**config.mk**
```make
export PLATFORM = sky130hd
export DESIGN_NAME = cache_l1_controller
export DESIGN_NICKNAME = d
export VERILOG_FILES = /design/src/rtl/cache_l1_controller.sv
export SDC_FILE = /design/constraint.sdc
export NUM_CORES = 1
export LEC_CHECK = 0
export CAP_MARGIN = 20
export CORE_UTILIZATION = 55
export CTS_CLUSTER_SIZE = 16
export DETAILED_ROUTE_END_ITERATION = 10
export PLACE_DENSITY = 0.78
export SLEW_MARGIN = 15
export SYNTH_ARGS = -nofsm -noshare
export SYNTH_HDL_FRONTEND = slang
export SYNTH_SLANG_ARGS = --single-unit
```
**constraint.sdc**
```tcl
create_clock -name clock -period 3.4 [get_ports clock]
set_clock_uncertainty 0.2 [all_clocks]
set_input_delay 0.34 -clock clock [delete_from_list [all_inputs] [get_ports clock]]
set_output_delay 0.34 -clock clock [all_outputs]
set_load 0.01 [all_outputs]
```
**src/rtl/cache_l1_controller.sv**
```systemverilog
// 4-way fully associative L1 cache controller, write-back / write-allocate,
// with true-LRU replacement, a req/ack memory port and saturating hit/miss counters.
module cache_l1_controller #(
  parameter int TAG_W  = 8,
  parameter int DATA_W = 4,
  parameter int CNT_W  = 8
) (
  input  logic              clock,
  input  logic              reset,
  input  logic              cpu_req,
  input  logic              cpu_wren,
  input  logic [TAG_W-1:0]  cpu_addr,
  input  logic [DATA_W-1:0] cpu_wdata,
  output logic [DATA_W-1:0] cpu_rdata,
  output logic              done,
  output logic              hit,
  output logic              mem_req,
  output logic              mem_wren,
  output logic [TAG_W-1:0]  mem_addr,
  output logic [DATA_W-1:0] mem_wdata,
  input  logic [DATA_W-1:0] mem_rdata,
  input  logic              mem_ack,
  output logic [CNT_W-1:0]  hit_count,
  output logic [CNT_W-1:0]  miss_count
);

  localparam int WAYS = 4;

  localparam logic [1:0] IDLE   = 2'd0;
  localparam logic [1:0] LOOKUP = 2'd1;
  localparam logic [1:0] WB     = 2'd2;
  localparam logic [1:0] FILL   = 2'd3;

  logic [1:0] state_q;

  logic              valid_q [WAYS];
  logic              dirty_q [WAYS];
  logic [1:0]        age_q   [WAYS];
  logic [TAG_W-1:0]  tag_q   [WAYS];
  logic [DATA_W-1:0] data_q  [WAYS];

  logic              req_wren_q;
  logic [TAG_W-1:0]  req_addr_q;
  logic [DATA_W-1:0] req_wdata_q;
  logic [1:0]        victim_q;

  logic              hit_any;
  logic [1:0]        hit_way;
  logic              inv_any;
  logic [1:0]        inv_way;
  logic [1:0]        old_way;
  logic [1:0]        victim;
  logic [1:0]        touch_way;
  logic [1:0]        touch_age;
  logic [1:0]        age_next [WAYS];
  logic [DATA_W-1:0] access_data;
  logic              mem_done;

  assign done     = (state_q == IDLE);
  assign mem_done = mem_req && mem_ack;

  // NOTE: every signal driven here gets a default first so no latch is inferred.
  always_comb begin
    hit_any = 1'b0;
    hit_way = 2'd0;
    inv_any = 1'b0;
    inv_way = 2'd0;
    old_way = 2'd0;
    for (int i = 0; i < WAYS; i++) begin
      if (valid_q[i] && (tag_q[i] == req_addr_q)) begin
        hit_any = 1'b1;
        hit_way = 2'(i);
      end
      if (age_q[i] == 2'd3) old_way = 2'(i);
    end
    // Scan downward so the lowest-index invalid way wins.
    for (int i = WAYS - 1; i >= 0; i--) begin
      if (!valid_q[i]) begin
        inv_any = 1'b1;
        inv_way = 2'(i);
      end
    end
    victim = inv_any ? inv_way : old_way;
  end

  // The way being touched is the hit way in LOOKUP and the chosen victim on install.
  always_comb begin
    touch_way = (state_q == LOOKUP) ? hit_way : victim_q;
    touch_age = age_q[touch_way];
    for (int i = 0; i < WAYS; i++) begin
      if (2'(i) == touch_way)
        age_next[i] = 2'd0;
      else if (age_q[i] < touch_age)
        age_next[i] = age_q[i] + 2'd1;
      else
        age_next[i] = age_q[i];
    end
    if (req_wren_q)
      access_data = req_wdata_q;
    else if (state_q == FILL)
      access_data = mem_rdata;
    else
      access_data = data_q[hit_way];
  end

  always_ff @(posedge clock) begin
    if (reset) begin
      state_q     <= IDLE;
      // NOTE: the line array is tiny and reset must discard it, so it is reset like any register.
      for (int i = 0; i < WAYS; i++) begin
        valid_q[i] <= 1'b0;
        dirty_q[i] <= 1'b0;
        age_q[i]   <= 2'(i);
        tag_q[i]   <= '0;
        data_q[i]  <= '0;
      end
      req_wren_q  <= 1'b0;
      req_addr_q  <= '0;
      req_wdata_q <= '0;
      victim_q    <= 2'd0;
      cpu_rdata   <= '0;
      hit         <= 1'b0;
      mem_req     <= 1'b0;
      mem_wren    <= 1'b0;
      mem_addr    <= '0;
      mem_wdata   <= '0;
      hit_count   <= '0;
      miss_count  <= '0;
    end else begin
      case (state_q)
        IDLE: begin
          if (cpu_req) begin
            req_wren_q  <= cpu_wren;
            req_addr_q  <= cpu_addr;
            req_wdata_q <= cpu_wdata;
            state_q     <= LOOKUP;
          end
        end

        LOOKUP: begin
          if (hit_any) begin
            if (req_wren_q) begin
              data_q[hit_way]  <= req_wdata_q;
              dirty_q[hit_way] <= 1'b1;
            end
            for (int i = 0; i < WAYS; i++) age_q[i] <= age_next[i];
            cpu_rdata <= access_data;
            hit       <= 1'b1;
            if (hit_count != '1) hit_count <= hit_count + CNT_W'(1);
            state_q   <= IDLE;
          end else begin
            victim_q <= victim;
            if (valid_q[victim] && dirty_q[victim]) begin
              mem_wren  <= 1'b1;
              mem_addr  <= tag_q[victim];
              mem_wdata <= data_q[victim];
              state_q   <= WB;
            end else begin
              mem_wren  <= 1'b0;
              mem_addr  <= req_addr_q;
              state_q   <= FILL;
            end
          end
        end

        WB: begin
          if (mem_done) begin
            // Dropping mem_req here guarantees a low cycle before the fill request.
            mem_req  <= 1'b0;
            mem_wren <= 1'b0;
            mem_addr <= req_addr_q;
            state_q  <= FILL;
          end else begin
            mem_req  <= 1'b1;
          end
        end

        FILL: begin
          if (mem_done) begin
            mem_req            <= 1'b0;
            valid_q[victim_q]  <= 1'b1;
            tag_q[victim_q]    <= req_addr_q;
            data_q[victim_q]   <= access_data;
            dirty_q[victim_q]  <= req_wren_q;
            for (int i = 0; i < WAYS; i++) age_q[i] <= age_next[i];
            cpu_rdata          <= access_data;
            hit                <= 1'b0;
            if (miss_count != '1) miss_count <= miss_count + CNT_W'(1);
            state_q            <= IDLE;
          end else begin
            mem_req <= 1'b1;
          end
        end

        default: state_q <= IDLE;
      endcase
    end
  end

endmodule

```
==> summary.md, run 1 <==
| Metric | Value |
|---|---|
| Outcome | `finished, final reports clean` |
| Synth warn | `0` |
| Sink Count | `around 120` |
| Cell at the root of the clock tree | `clkbuf_8` |
| Period utilisation layout | `94.5%` |
| Final Hold Vio Count | `0` |
| Synth area leaders | `edfxtp_1 (32%), dfxtp_1 (17%), nand2_1 (5.4%), xnor2_1 (5.2%), and2_1 (4.9%)` |
| Rows | `38` |
| Met2 wire length | `7.68 mm` |
| Postcts setup bufs | `0` |
| Reg2Reg Setup Slack | `around 0.19 ns` |
| HP Class | `input pin to flip-flop` |
| Final setup viols | `0` |
| Max layer used | `met4` |
| Die X | `107 um` |
| Initial cell density of the core | `between 50% and 60%` |
| Non-filler cells, final | `858` |
| Cell taking the most area after synthesis | `edfxtp_1` |
| I/O pins | `57` |
| Worst-margin pin slew | `0.950 ns` |
| Gpl congestion | `slightly below 0.9` |
| Synth cell types | `56` |
| Area of the multi-input gates | `around 0.0029 mm2` |
| Leak Pwr | `around 0.0026 uW` |
| Fin crit period | `between 3 and 4 ns` |
| Vias/cell | `around 6.0` |
| DIE AREA | `0.0115 mm2` |
| Crit Path Max Fanout | `7` |
| Total track usage | `between 20% and 30%` |
| Gr ovfl total | `0` |
| Routed len/inst | `about 18 um` |
| Async SR Flop Fraction | `0%` |
| Maximum operating frequency | `between 300 and 400 MHz` |
| Core box area | `0.0108 mm2` |
| Syn_area_per_cell | `9.55 um2` |
| Max Cap Viol | `0` |
| Clock Latency Late Sink | `roughly 0.53 ns` |
| Largest net degree at the start of global routing | `36` |
| Worst R2R Path Depth | `8` |
| Reg2reg end | `age_q[1][1]$_SDFFCE_PP0P_` |
| Drt drc | `0` |
| Met1 wire length | `approximately 6.4 mm` |
| Share of the synthesized area in the top cell type | `between 30% and 40%` |
| CTS H-tree lvls | `4` |
| Ys flop type | `edfxtp_1` |
| Register area share after synthesis | `about half` |
| Min-delay src | `reset` |
| Hold EP | `state_q[0]$_SDFFE_PP0P_` |
| RSZ-0062 raised after global routing | `no` |
| Count leader, synth | `nand2_1` |
| Number of synthesized flops with an enable pin | `64` |
| Final net count | `about 730` |
| Placed Instances | `slightly above 800` |
| Top post-synthesis cells by count | `nand2_1 (87), edfxtp_1 (64), nor2_1 (59)` |
| Critical Path AT | `3.23 ns` |
| Data required, critical path | `3.41 ns` |
| CTS Buf Count | `17` |
| Reg area | `0.00297 mm2` |
| Mapped Cells | `639` |
| Initial DRC count | `435` |
| Setup TNS | `0 ns` |
| # port buffers | `56` |
| Synthesized flop and latch total | `116` |
| Setup Crit Path Kind | `flip-flop to flip-flop` |
| Vias in the first global route | `just over 5000` |
| Setup crit end kind | `flip-flop` |
| Reg-to-Reg Start | `tag_q[2][2]$_SDFFCE_PN0P_` |
| Slew margin rel. | `36.5%` |
| Routed wl met3 | `~1.3 mm` |
| Die span in y | `107 um` |
| First-pass GRT wire length | `25.1 mm` |
| Antenna Cells | `0` |
| P&R area growth vs syn | `21.0%` |
| Post-route ant nets | `0` |
| Cell Pwr Density | `just under 500 mW/mm2` |
| Syn nets | `~670` |
| Startpoint class of the critical path | `flip-flop` |
| TritonCTS clock tree | `done` |
| Fraction of layout cells with a size suffix above 1 | `roughly an eighth` |
| Vias | `around 5200` |
| Max VDD drop | `~380 uV` |
| Post-Synthesis Cell Area | `0.00610 mm2` |
| Slew Limit Fails | `0` |
| DR pass1 iterations | `5` |
| Initial antenna violation count | `0` |
| Final WL | `about 16 mm` |
| Dpl hpwl | `around 11 mm` |
| Hold Crit Depth | `2` |
| Number of fill cells | `840` |
| Clock slew at reported path FFs | `~0.060 ns` |
| Clock Path Buffers | `2` |
report_power, final:
part / switching, uW / internal [uW]
Clock: 649 / 958
Sequential: 81.5 / 1540
Combinational: 240 / 194
Total: 971 / 2700
cells by family (layout without fill, tap and decap cells):
logic type | count (synthesis) | in the layout | share of synthesized area, %
buffers and inverters | 51 | 130 | 4.22
DFF | 116 | 116 | 48.6
adders and majority gates | 6 | 6 | 1.19
xor gates and xnor gates | 43 | 43 | 6.30
muxes | 25 | 25 | 4.20
and+or+nand+nor | 268 | 268 | 21.7
AOI/OAI and AO/OA | 130 | 130 | 13.9
cell type report:
type	count	share of cell area [%]
clock inverters	11	1.00
inverters	14	0.712
well taps	140	2.37
clock buffers	21	6.24
flip-flops and latches	116	40.3
multi-input cells	472	39.0
repair buffers	84	10.4
worst max-delay path by stage:
stage	from	to
after global routing	req_addr_q[1]$_SDFFE_PP0P_	age_q[1][1]$_SDFFCE_PP0P_
after CTS	req_addr_q[2]$_SDFFE_PP0P_	age_q[1][1]$_SDFFCE_PP0P_
after global placement	req_addr_q[2]$_SDFFE_PP0P_	age_q[1][0]$_SDFFCE_PP1P_
final	tag_q[2][2]$_SDFFCE_PN0P_	age_q[1][1]$_SDFFCE_PP0P_
after detailed placement	req_addr_q[2]$_SDFFE_PP0P_	age_q[1][0]$_SDFFCE_PP1P_
after floorplan	req_addr_q[4]$_SDFFE_PP0P_	data_q[3][0]$_DFFE_PP_
flip-flops by register name, indices dropped and copies added, names as in the netlist, 8 cells and up, named ones only:
| register | flops |
|---|---|
| data_q | 16 |
| mem_addr | 8 |
| miss_count | 8 |
| hit_count | 8 |
| tag_q | 32 |
| req_addr_q | 8 |
| age_q | 8 |
cells in the final DEF (no fill, tap or decap), types with 5 or more instances in the layout:
cell type / n
mux2i_1: 20
dfxtp_1: 44
o21ai_0: 25
and2_1: 48
o31ai_1: 8
a21oi_1: 36
clkbuf_16: 17
ha_1: 5
mux2_2: 5
nor2b_1: 6
or3_1: 7
clkdlybuf4s50_1: 55
nor2_1: 59
a22oi_1: 5
xor2_1: 6
inv_4: 5
a31oi_1: 9
a211oi_1: 24
buf_4: 28
nand3_1: 17
edfxtp_1: 64
nand2_1: 87
dfxtp_2: 8
inv_1: 13
nand2b_1: 6
xnor2_1: 36
nand4_1: 11
nor3_1: 7
layer usage:
layer  vias up  global-route usage [%]
met4         0                    13.9
met3        35                    7.08
met5         -                       0
met1      2502                    35.4
met2       247                    48.2
li1       2406                       -
metrics by stage:
stage                     power [uW]  setup WS [ns]  hold WS [ns]  area (um2)  util [%]
final                           3670          0.187        0.0770        7380      68.1
after detailed placement        2070          0.109         0.247        6840      63.1
after global placement          2060          0.171         0.249        6840      63.1
after floorplan                 1920          0.405         0.261        6100         -
after global routing            3790         0.0432        0.0822        7380      68.1
after CTS                       3660         0.0812        0.0590        7370      68.0
critical path: stages (launching register included):
cell and delay (ns):
edfxtp_1 0.43, xnor2_1 0.26, nand4_1 0.14, or3_1 0.46, nand4b_1 0.19, o22ai_1 0.20
or3_1 0.37, maj3_1 0.38, a21oi_1 0.25
timing repair:
action | in CTS | in global routing
hold buffers | 0 | 0
resized for setup | 0 | 9
setup endpoints to repair | 0 | 15
Note: power is estimated with default switching activity, not from simulation.
==> inputs of run 2 (changes only) <==
--- a/config.mk
+++ b/config.mk
@@ -6,6 +6,7 @@
 export NUM_CORES = 1
 export LEC_CHECK = 0
 export CAP_MARGIN = 20
+export CORE_MARGIN = 5
 export CORE_UTILIZATION = 55
 export CTS_CLUSTER_SIZE = 16
 export DETAILED_ROUTE_END_ITERATION = 10
==> summary.md, run 2 (synthesis gave the netlist of run 1 again) <==
| Metric | Value |
|---|---|
| Setup crit end kind | `flip-flop` |
| Sw frac | `25.1%` |
| CTS Buf Count | `17` |
| Initial DRC count | `612` |
| Startpoint class of the critical path | `flip-flop` |
| Worst R2R Path Depth | `10` |
| HP Class | `input pin to flip-flop` |
| Grt met1 use | `between 30% and 40%` |
| Final net count | `between 700 and 800` |
| Most frequent cells in the layout | `nand2_1 (87), edfxtp_1 (64), nor2_1 (59), clkdlybuf4s50_1 (55), and2_1 (48)` |
| Post-layout util | `just under 70%` |
| Dpl hpwl | `11.2 mm` |
| Max stage delay on crit path | `approximately 0.56 ns` |
| GRT busiest layer | `met2` |
| Die X | `about 120 um` |
| Max Cap Viol | `0` |
| Critical Path AT | `3.35 ns` |
| Drt drc | `0` |
| Crit path top cell by count | `and4_4` |
| Maximum operating frequency | `between 300 and 400 MHz` |
| I/O pins | `57` |
| Initial antenna violation count | `0` |
| Gr ovfl total | `0` |
| Reg2reg end | `data_q[0][2]$_SDFFCE_PN0P_` |
| GRT met2 Usage | `41.9%` |
| Slowest cell on the critical path | `or4_4` |
| Vias in the first global route | `just over 5000` |
| Fin crit period | `around 3.3 ns` |
| Core box area | `between 0.01 and 0.015 mm2` |
| Biggest register | `tag_q` |
| Reg power frac | `41.2%` |
| Cell at the root of the clock tree | `clkbuf_8` |
| Die span in y | `around 120 um` |
| Vias/cell | `between 6 and 7` |
| Rows | `38` |
| Min-delay src | `cpu_addr[0]` |
| Final WL | `roughly 16 mm` |
| # port buffers | `56` |
| DR pass1 iterations | `6` |
| Slew margin rel. | `39.1%` |
| Cell breakdown of the critical path | `xnor2_1 -> and4_4 -> and4_4 -> or4_4 -> and2_1 -> buf_4 -> o21ai_2 -> inv_2 -> a22oi_2 -> nor2_1` |
| Largest net degree at the start of global routing | `56` |
| Fraction of layout cells with a size suffix above 1 | `a little over an eighth` |
| Setup Crit Path Kind | `flip-flop to flip-flop` |
| Top flop regs | `tag_q x32, data_q x16` |
| Cell Pwr Density | `roughly 530 mW/mm2` |
| Final Hold Vio Count | `0` |
| Dpl ws | `between 0.09 and 0.1 ns` |
| Reg-to-Reg Start | `req_addr_q[5]$_SDFFE_PP0P_` |
| Max VDD drop | `between 300 and 400 uV` |
| CP endpoint | `data_q[0][2]$_SDFFCE_PN0P_` |
| Power share of the clock group | `about 48%` |
| Data required, critical path | `3.46 ns` |
| Clock Path Buffers | `2` |
| Gpl congestion | `roughly 0.9` |
| Placed Instances | `between 800 and 900` |
| Max FFs per register | `32` |
| Hold buffers post-CTS | `0` |
| Vias | `5169` |
| TritonCTS clock tree | `done` |
| Non-filler cells, final | `860` |
| RSZ-0062 raised after global routing | `no` |
| P&R area growth vs syn | `22.9%` |
| Slew Limit Fails | `0` |
| Critical Path Stages | `10` |
| Comb power frac | `between 10 and 15%` |
| Outcome | `finished, final reports clean` |
| Pint | `between 2000 and 3000 uW` |
| Worst-margin pin slew | `just over 0.9 ns` |
| Net Switching | `between 900 and 1000 uW` |
| DIE AREA | `about 0.013 mm2` |
| Buf/Inv on CP | `2` |
| Setup TNS | `0 ns` |
| Post-route ant nets | `0` |
| Launch point of the worst path | `req_addr_q[5]$_SDFFE_PP0P_` |
| Sink Count | `around 120` |
| CTS H-tree lvls | `4` |
| Commonest non-fill, non-tap cell in the layout | `nand2_1` |
| Initial cell density of the core | `between 50% and 60%` |
| Final worst slack | `0.112 ns` |
| Crit Path Max Fanout | `9` |
| Period utilisation layout | `96.7%` |
| Leak Pwr | `between 0.002 and 0.003 uW` |
| First-pass GRT wire length | `around 26 mm` |
| Antenna Cells | `0` |
| Final setup viols | `0` |
| Routed len/inst | `18.9 um` |
| Delay-heaviest family, CP | `simple AND/OR/NAND/NOR gates` |
| Clock Latency Late Sink | `around 0.52 ns` |
| Clock slew at reported path FFs | `roughly 0.060 ns` |
| Met3 GRT Util | `5.16%` |
| Reg2Reg Setup Slack | `0.11 ns` |
| Total track usage | `25.3%` |
-- run 2: cell count changes in the layout (fill, tap and decap cells not counted), moves of 2 or more --
cell,change
clkinvlp_4,+2
clkbuf_1,-2
bufinv_16,+4
inv_4,-5
clkinv_4,+3
clkinv_2,-2
buf_4,+2
-- run 2: power groups by stage --
stage | registers [uW] | logic, uW | clock network [uW]
global placement | 1640 | 418 | 0
detailed placement | 1650 | 426 | 0
finish | 1620 | 439 | 1880
CTS | 1620 | 434 | 1890
global route | 1630 | 473 | 1980
floorplan | 1610 | 310 | 0
-- run 2: what timing repair did --
action	4_1_cts	5_1_grt
endpoints found under the setup margin	0	18
endpoints found under the hold margin	0	0
gates resized for setup	0	8
setup buffers	0	0
-- run 2: metrics by stage --
step / hold slack, ns / power (uW) / instance area, um2
final: 0.171 / 3940 / 7500
after global routing: 0.166 / 4080 / 7500
after CTS: 0.158 / 3950 / 7480
after detailed placement: 0.262 / 2070 / 6850
after global placement: 0.249 / 2060 / 6850
after floorplan: 0.261 / 1920 / 6100
-- run 2: how the worst min path moves through the flow --
stage                                             end  slack [ns]  depth (start not counted)
after floorplan           req_wdata_q[0]$_SDFFE_PP0P_        0.26                          2
after global placement      mem_wdata[3]$_SDFFE_PP0P_        0.25                          2
final                      req_addr_q[0]$_SDFFE_PP0P_        0.17                          3
after detailed placement             hit$_SDFFE_PP0P_        0.26                          2
after CTS                  req_addr_q[0]$_SDFFE_PP0P_        0.16                          3
after global routing      req_wdata_q[2]$_SDFFE_PP0P_        0.17                          3
-- run 2: layer usage --
layer / up-vias / routed length (um)
li1: 2404 / -
met1: 2499 / 6650
met2: 245 / 8020
met3: 21 / 1360
met4: 0 / 249
met5: - / 0
-- run 2: final cells by class --
cell class	instances	area, um2
Fill cell	785	3340
Sequential cell	116	2970
Multi-Input combinational cell	472	2890
Timing Repair Buffer	86	781
Clock buffer	18	428
Clock inverter	14	203
Tap cell	140	175
Inverter	14	52.6
-- run 2: worst register-to-register path: stages, from the launching register on --
cell and delay [ns]:
dfxtp_1 0.54, xnor2_1 0.18, and4_4 0.23, and4_4 0.18, or4_4 0.56, and2_1 0.20
buf_4 0.16, o21ai_2 0.23, inv_2 0.16, a22oi_2 0.29, nor2_1 0.11
==> inputs of run 3 (changes only) <==
--- a/config.mk
+++ b/config.mk
@@ -5,13 +5,14 @@
 export SDC_FILE = /design/constraint.sdc
 export NUM_CORES = 1
 export LEC_CHECK = 0
+export ABC_AREA = 0
 export CAP_MARGIN = 20
 export CORE_MARGIN = 5
 export CORE_UTILIZATION = 55
 export CTS_CLUSTER_SIZE = 16
 export DETAILED_ROUTE_END_ITERATION = 10
 export PLACE_DENSITY = 0.78
-export SLEW_MARGIN = 15
+export SLEW_MARGIN = 20
 export SYNTH_ARGS = -nofsm -noshare
 export SYNTH_HDL_FRONTEND = slang
 export SYNTH_SLANG_ARGS = --single-unit
==> results of run 3 <==
The final DEF is identical to that of run 2; final timing and power are the same.
